`src/rtl/ucsbece154b_icache.sv`:
```
// Direct-mapped, read-only instruction cache for the fetch stage.
// Hits are answered combinationally; misses refill a whole line from memory
// over a one-cycle request pulse followed by BLOCK_WORDS data beats.
//
// state | meaning
// IDLE  | look up PCF_i; hit returns data, miss latches the line and requests it
// REQ   | request pulse to memory, beat counter cleared
// FILL  | collecting beats into the latched line; last beat validates it
module ucsbece154b_icache #(
  parameter int unsigned NUM_SETS    = 8,
  parameter int unsigned BLOCK_WORDS = 4
) (
  input  logic        clk,
  input  logic        reset,
  input  logic [31:0] PCF_i,
  output logic        ReadyF_o,
  output logic [31:0] InstrF_o,
  output logic        MemReadRequest_o,
  output logic [31:0] MemReadAddress_o,
  input  logic        MemDataReady_i,
  input  logic [31:0] MemDataIn_i
);

  localparam int unsigned OFF_W   = $clog2(BLOCK_WORDS);
  localparam int unsigned IDX_W   = $clog2(NUM_SETS);
  localparam int unsigned TAG_LSB = 2 + OFF_W + IDX_W;
  localparam int unsigned TAG_W   = 32 - TAG_LSB;
  localparam logic [31:0] NOP     = 32'h0000_0013;
  localparam logic [OFF_W-1:0] LAST_BEAT = OFF_W'(BLOCK_WORDS - 1);

  typedef enum logic [1:0] {IDLE, REQ, FILL} state_t;

  state_t state, state_next;

  logic [NUM_SETS-1:0] valid_q;
  logic [TAG_W-1:0]    tag_q  [NUM_SETS];
  logic [31:0]         data_q [NUM_SETS][BLOCK_WORDS];

  logic [OFF_W-1:0] pc_off;
  logic [IDX_W-1:0] pc_idx;
  logic [TAG_W-1:0] pc_tag;
  logic [IDX_W-1:0] fill_idx;
  logic [TAG_W-1:0] fill_tag;
  logic [OFF_W-1:0] beat_cnt;
  logic             hit;
  logic             beat_en;
  logic             last_beat;

  assign pc_off = PCF_i[2 +: OFF_W];
  assign pc_idx = PCF_i[2 + OFF_W +: IDX_W];
  assign pc_tag = PCF_i[31:TAG_LSB];

  assign hit       = (state == IDLE) && valid_q[pc_idx] && (tag_q[pc_idx] == pc_tag);
  assign beat_en   = (state == FILL) && MemDataReady_i;
  assign last_beat = beat_en && (beat_cnt == LAST_BEAT);

  assign ReadyF_o         = hit;
  assign InstrF_o         = hit ? data_q[pc_idx][pc_off] : NOP;
  assign MemReadRequest_o = (state == REQ);

  // State register; reset aborts any refill in progress.
  always_ff @(posedge clk or negedge reset) begin
    if (!reset) state <= IDLE;
    else        state <= state_next;
  end

  // Next-state decode.
  always_comb begin
    state_next = state;
    case (state)
      IDLE:    if (!hit) state_next = REQ;
      REQ:     state_next = FILL;
      FILL:    if (last_beat) state_next = IDLE;
      default: state_next = IDLE;
    endcase
  end

  // Miss bookkeeping, beat counter and valid bits (the only reset storage).
  always_ff @(posedge clk or negedge reset) begin
    if (!reset) begin
      valid_q          <= '0;
      fill_idx         <= '0;
      fill_tag         <= '0;
      beat_cnt         <= '0;
      MemReadAddress_o <= '0;
    end else begin
      case (state)
        IDLE: if (!hit) begin
          fill_idx         <= pc_idx;
          fill_tag         <= pc_tag;
          MemReadAddress_o <= {PCF_i[31:OFF_W+2], {(OFF_W+2){1'b0}}};
        end
        REQ:  beat_cnt <= '0;
        FILL: if (beat_en) begin
          beat_cnt <= beat_cnt + 1'b1;
          if (last_beat) valid_q[fill_idx] <= 1'b1;
        end
        default: ;
      endcase
    end
  end

  // Tag and data arrays; written only while filling, so no reset is needed.
  always_ff @(posedge clk) begin
    if (beat_en) begin
      data_q[fill_idx][beat_cnt] <= MemDataIn_i;
      if (last_beat) tag_q[fill_idx] <= fill_tag;
    end
  end

endmodule
```
`config.mk`:
```
export PLATFORM = sky130hd
export DESIGN_NAME = ucsbece154b_icache
export DESIGN_NICKNAME = d
export VERILOG_FILES = /design/src/rtl/ucsbece154b_icache.sv
export SDC_FILE = /design/constraint.sdc
export NUM_CORES = 1
export LEC_CHECK = 0
export CAP_MARGIN = 20
export CORE_UTILIZATION = 50
export CTS_BUF_LIST = sky130_fd_sc_hd__clkbuf_8
export DETAILED_ROUTE_END_ITERATION = 12
export PLACE_DENSITY = 0.67
export SLEW_MARGIN = 20
export SYNTH_ARGS = -nofsm -noshare
export SYNTH_HDL_FRONTEND = slang
export SYNTH_SLANG_ARGS = --single-unit
```
`constraint.sdc`:
```
create_clock -name clk -period 10.35 [get_ports clk]
set_input_delay 2.07 -clock clk [delete_from_list [all_inputs] [get_ports clk]]
set_output_delay 2.07 -clock clk [all_outputs]
set_load 0.01 [all_outputs]
```
Word level (Yosys, flattened, before mapping)
Memory sizes are Yosys's and may differ from the RTL's.
Index checks and enable logic that the tools add are counted.

storage, ports and cells
  input bits = 67
  RAM bits = 1224
  bits in registers = 68
  memories kept = 2

cells by class
  muxes and demuxes = 20
  $add $sub $neg = 1
  bitwise gates (word level) = 4
  magnitude comparators = 6
  reductions and logical operators = 12
  equality and inequality tests = 7

memory list
  name    words  width  read ports  clocked after Yosys merged registers in  wr ports  line  text
  data_q  8      128    1           0                                        1         37    logic [31:0] data_q [NUM_SETS][BLOCK_WORDS];
  tag_q   8      25     1           0                                        1         36    logic [TAG_W-1:0] tag_q [NUM_SETS];

operators by type and width
  cell                 number
  $mux 128             1
  $mux 32              4
  $bmux 32 s2          1
  $demux 32 s2         1
  $eq 25x25->1         1
  $lt 3x4->1 const B   2
  $or 8x8->8           1
  $ge 3x3->1 const B   2
  $logic_and 1x1->1    6
  $mux 1               6
  $mux 2               3
  $ne 2x2->1 const B   3
  $not 2->3            2
  $pmux 2 s3           1
  $reduce_and 2->1     3
  $eq 2x2->1 const B   2
  $pmux 2 s2           1
  $bmux 1 s3           1
  $demux 1 s3          1
  $ge 3x1->1 const B   1
  $lt 3x1->1 const B   1
  $reduce_and 3->1     1
  $add 2x1->2 const B  1
  $eq 2x1->1 const B   1
  other kinds (3)      3

Logic depth before layout (Yosys ltp)
  depth after elaboration = 6
  depth in mapped cells = 13
  depth with buffers taken out = 7

Worst setup path after synthesis
Ideal clock, no wire load.

  path type = input to output
  start = input port PCF_i[4]
  end = output port InstrF_o[10]
  arrival = 4627 ps
  stages = 9
  required time = 8280 ps
  setup slack = 3653 ps
  path through = buf_6 buf_4 buf_2 clkbuf_1 buf_1 mux4_2 mux4_2 mux2i_1 nor2_1

on the way
  cells in the longest elaborated chain, start to end = 5
  elaborated cells on any way between the ends = 11
  those cells by class = 1 x eq/ne; 6 x mux; 2 x reduce/logical; 2 x memory

RTL lines
  what                                                                              line    text
  from (decl)                                                                       15      input logic [31:0] PCF_i,
  $mem_v2 8x128 or $bmux 1 s3 (tied branches)                                       -
  $bmux 32 s2 or $mux 1 (tied branches)                                             58, 53
  $mux 32 (not written as such) or $logic_and 1x1->1 (tied branches) (2 in series)  58, 53
  $mux 32 (*)                                                                       58      assign InstrF_o = hit ? data_q[pc_idx][pc_off] : NOP;
  to (decl)                                                                         17      output logic [31:0] InstrF_o,

Mark *: on every way between the ends. The rest lies on a longest branch, timed or not. The select of a mux whose other input is x is not followed.

Final worst setup path
  start = input port PCF_i[5]
  end = output port InstrF_o[0]

The elaborated chain is that of the path after synthesis.

==> summary.txt <==
Detailed routing
  – Drt pass-1 iters: 5
  – ANT nets after route: 0
  – Initial DRC Count: 2,009
  – DR vias: 22,500
  – Vias/cell: 5.98
  – Routed WL: 109,000 µm
  – Drt wl/cell: 29.0 µm
  – DRC Markers: 0

Finish
  – Commonest non-fill, non-tap cells in the layout: edfxtp_1, mux4_2, clkbuf_8
  – Layout cells sized above 1: 29.7%
  – Area grow syn2layout: 13.5%
  – Final layout net count: 2,390
  – Most common cell after layout, fill and taps aside: edfxtp_1

Synthesis
  – Asr flop ratio synth: 3.16%
  – Yosys cell types: 50
  – Cell area after synthesis: 48,600 µm²
  – Post-synth top area share: 75.6%
  – Yosys reg bits: 1,264
  – Top cells by area, synth: edfxtp_1, mux4_2, dfrtp_1
  – Synth area leader: edfxtp_1
  – Post-Syn Area per Cell: 23.7 µm²
  – Sequential area share after synthesis: 77.6%
  – Gate Count Post-Synth: 2,055
  – EDFF count, synth: 1,224
  – Synth Flop Type: edfxtp_1
  – YS warnings: 0

STA
  – Hold Vio Cnt, Final: 0
  – Setup-failing EPs final: 0
  – Max Fclk: 114 MHz
  – Clock skew: 0.0439 ns
  – Final period utilization: 84.5%
  – Slew Viols, Final: 0
  – Worst hold margin: 0.465 ns
  – Worst slew pin tran: 1.15 ns
  – Slew headroom: 23.0%
  – Final TNS setup: 0 ns
  – Crit path time final: 8.75 ns
  – RSZ-0062 raised after global routing: false

Die
  – DIE AREA: 98,500 µm²
  – Core area: 96,600 µm²
  – Boundary pin count: 133
  – Die Wd: 314 µm
  – Initial Util: 50.4%
  – Std-Cell Rows: 114
  – Die Y: 314 µm

Setup path
  – Crit Path Max Fanout: 104
  – Critical path arrival: 6.68 ns
  – Critical Path RT: 8.28 ns
  – Worst setup SP type: input port
  – Crit path kind: in2out
  – R2r worst-path depth: 5
  – Worst setup EP type: primary output

Power and ir drop
  – Pwr dens: 197 nW/µm²
  – Peak supply drop: 0.141 mV
  – Leak pwr: 17.7 nW

Status
  – Status: complete, no violations

CTS
  – PostCTS Resize Cnt: 0
  – CTS Buffer Depth: 3
  – CTS HTree Levels: 4
  – Clk slew on worst S/H paths: 0.06 ns
  – CTS tree: yes
  – Clk root buf: clkbuf_8
  – Cts bufs inserted: 193
  – Post-CTS Setup Inserts: 0
  – Clock sinks: 1,264
  – CTS Hold Bufs: 0
  – Clock latency on the worst-skew pair: 0.85 ns

Global route
  – Pin count of the biggest net entering global routing: 105
  – Total congestion overflow: 0
  – All-layer global routing usage: 22.7%
  – Number of global-route vias before repair: 23,700
  – Initial antenna violation count: 8
  – First-pass GRT wire length: 160,000 µm

Flow run
  – Max-Cap Viols: 0

Placed design
  – Routability cong.: 0.755
  – Hpwl dp: 56,000 µm
  – IO buf count: 126

Worst hold path
  – WHS Path Cells: 1
  – Hold WC Path Type: reg2reg
metal layers:
layer	track usage, %	part of all wire (%)	up-vias
met5	0	0.076	-
met2	37.6	51	901
li1	-	-	9329
met4	6.92	2.1	12
met3	4.76	7.0	179
met1	30.7	40	12100
state kept, by name (all words and copies together) (netlist names):
register,cells
data_q,1024
MemReadAddress_o,1
valid_q,8
tag_q,200
fill_idx,2
beat_cnt,2
fill_tag,25
state,2
critical path: stages:
cell and delay (ns):
buf_8 0.65, mux4_2 0.59, mux2i_1 0.23, xor2_1 0.37, o2111ai_1 0.17, or3_1 0.34, or4_2 1.03, buf_4 0.37
a211o_1 0.29, clkdlybuf4s50_1 0.49
Yosys cell counts, drive strengths merged, types with 4 or more instances:
| cell type | number |
|---|---|
| mux4 | 348 |
| a22o | 9 |
| a21oi | 4 |
| edfxtp | 1224 |
| nor2 | 68 |
| or3 | 9 |
| mux2 | 40 |
| o22ai | 7 |
| or2 | 9 |
| xor2 | 12 |
| mux2i | 78 |
| nand3b | 4 |
| dfrtp | 40 |
| a211o | 4 |
| clkbuf | 42 |
| nand2 | 12 |
| ha | 4 |
| nand3 | 8 |
| nand4 | 4 |
| nor2b | 9 |
| inv | 6 |
| o21ai | 8 |
| a22oi | 9 |
| buf | 66 |
| and3 | 5 |
final timing paths:
kind | startpoint | to | slack (ns)
max in group asynchronous | reset | fill_tag[16] | 8.57
worst min register to register | valid_q[7] | valid_q[7] | 0.46
worst max-delay path | PCF_i[5] | InstrF_o[0] | 1.60
worst max register to register | state[0] | tag_q[5][16] | 6.84
min in group asynchronous | reset | fill_tag[4] | 1.34
worst min-delay path | valid_q[7] | valid_q[7] | 0.46
through the flow:
step | instance area [µm²] | std cells | utilization, % | power [W] | worst slack, ns
floorplan | 48600 | 2058 | - | 0.00662 | 3.65
global placement | 51600 | 3400 | 53.4 | 0.00706 | 1.58
detailed placement | 51600 | 3400 | 53.4 | 0.00710 | 1.53
CTS | 55200 | 3754 | 57.2 | 0.0109 | 1.54
global route | 55200 | 3756 | 57.2 | 0.0112 | 1.49
finish | 55200 | 3757 | 57.2 | 0.0109 | 1.60
report_power, final:
part	switching (W)	internal [W]
logic	0.000507	0.000410
clock network	0.00190	0.00197
registers	0.000171	0.00589
total	0.00258	0.00828
cells by family after synthesis:
group	after synthesis	synth area share (%)
adder cells (fa/ha/maj)	4	0.103
other	1	0.00771
AND/OR/NAND/NOR	140	1.42
multiplexers	466	18.7
flip-flops	1264	77.6
XOR/XNOR	14	0.252
buffers and inverters	114	1.15
AO/OA/AOI/OAI	52	0.777
cell type report:
cell class,instances,area (µm²)
fill,6891,41400
clock inverter,148,810
timing repair buffer,174,1590
clock buffer,206,2840
inverter,6,22.5
sequential,1264,37800
multi-input combinational,680,10600
tap,1276,1600
antenna,3,7.51
Power figures use the tool's default switching activity.
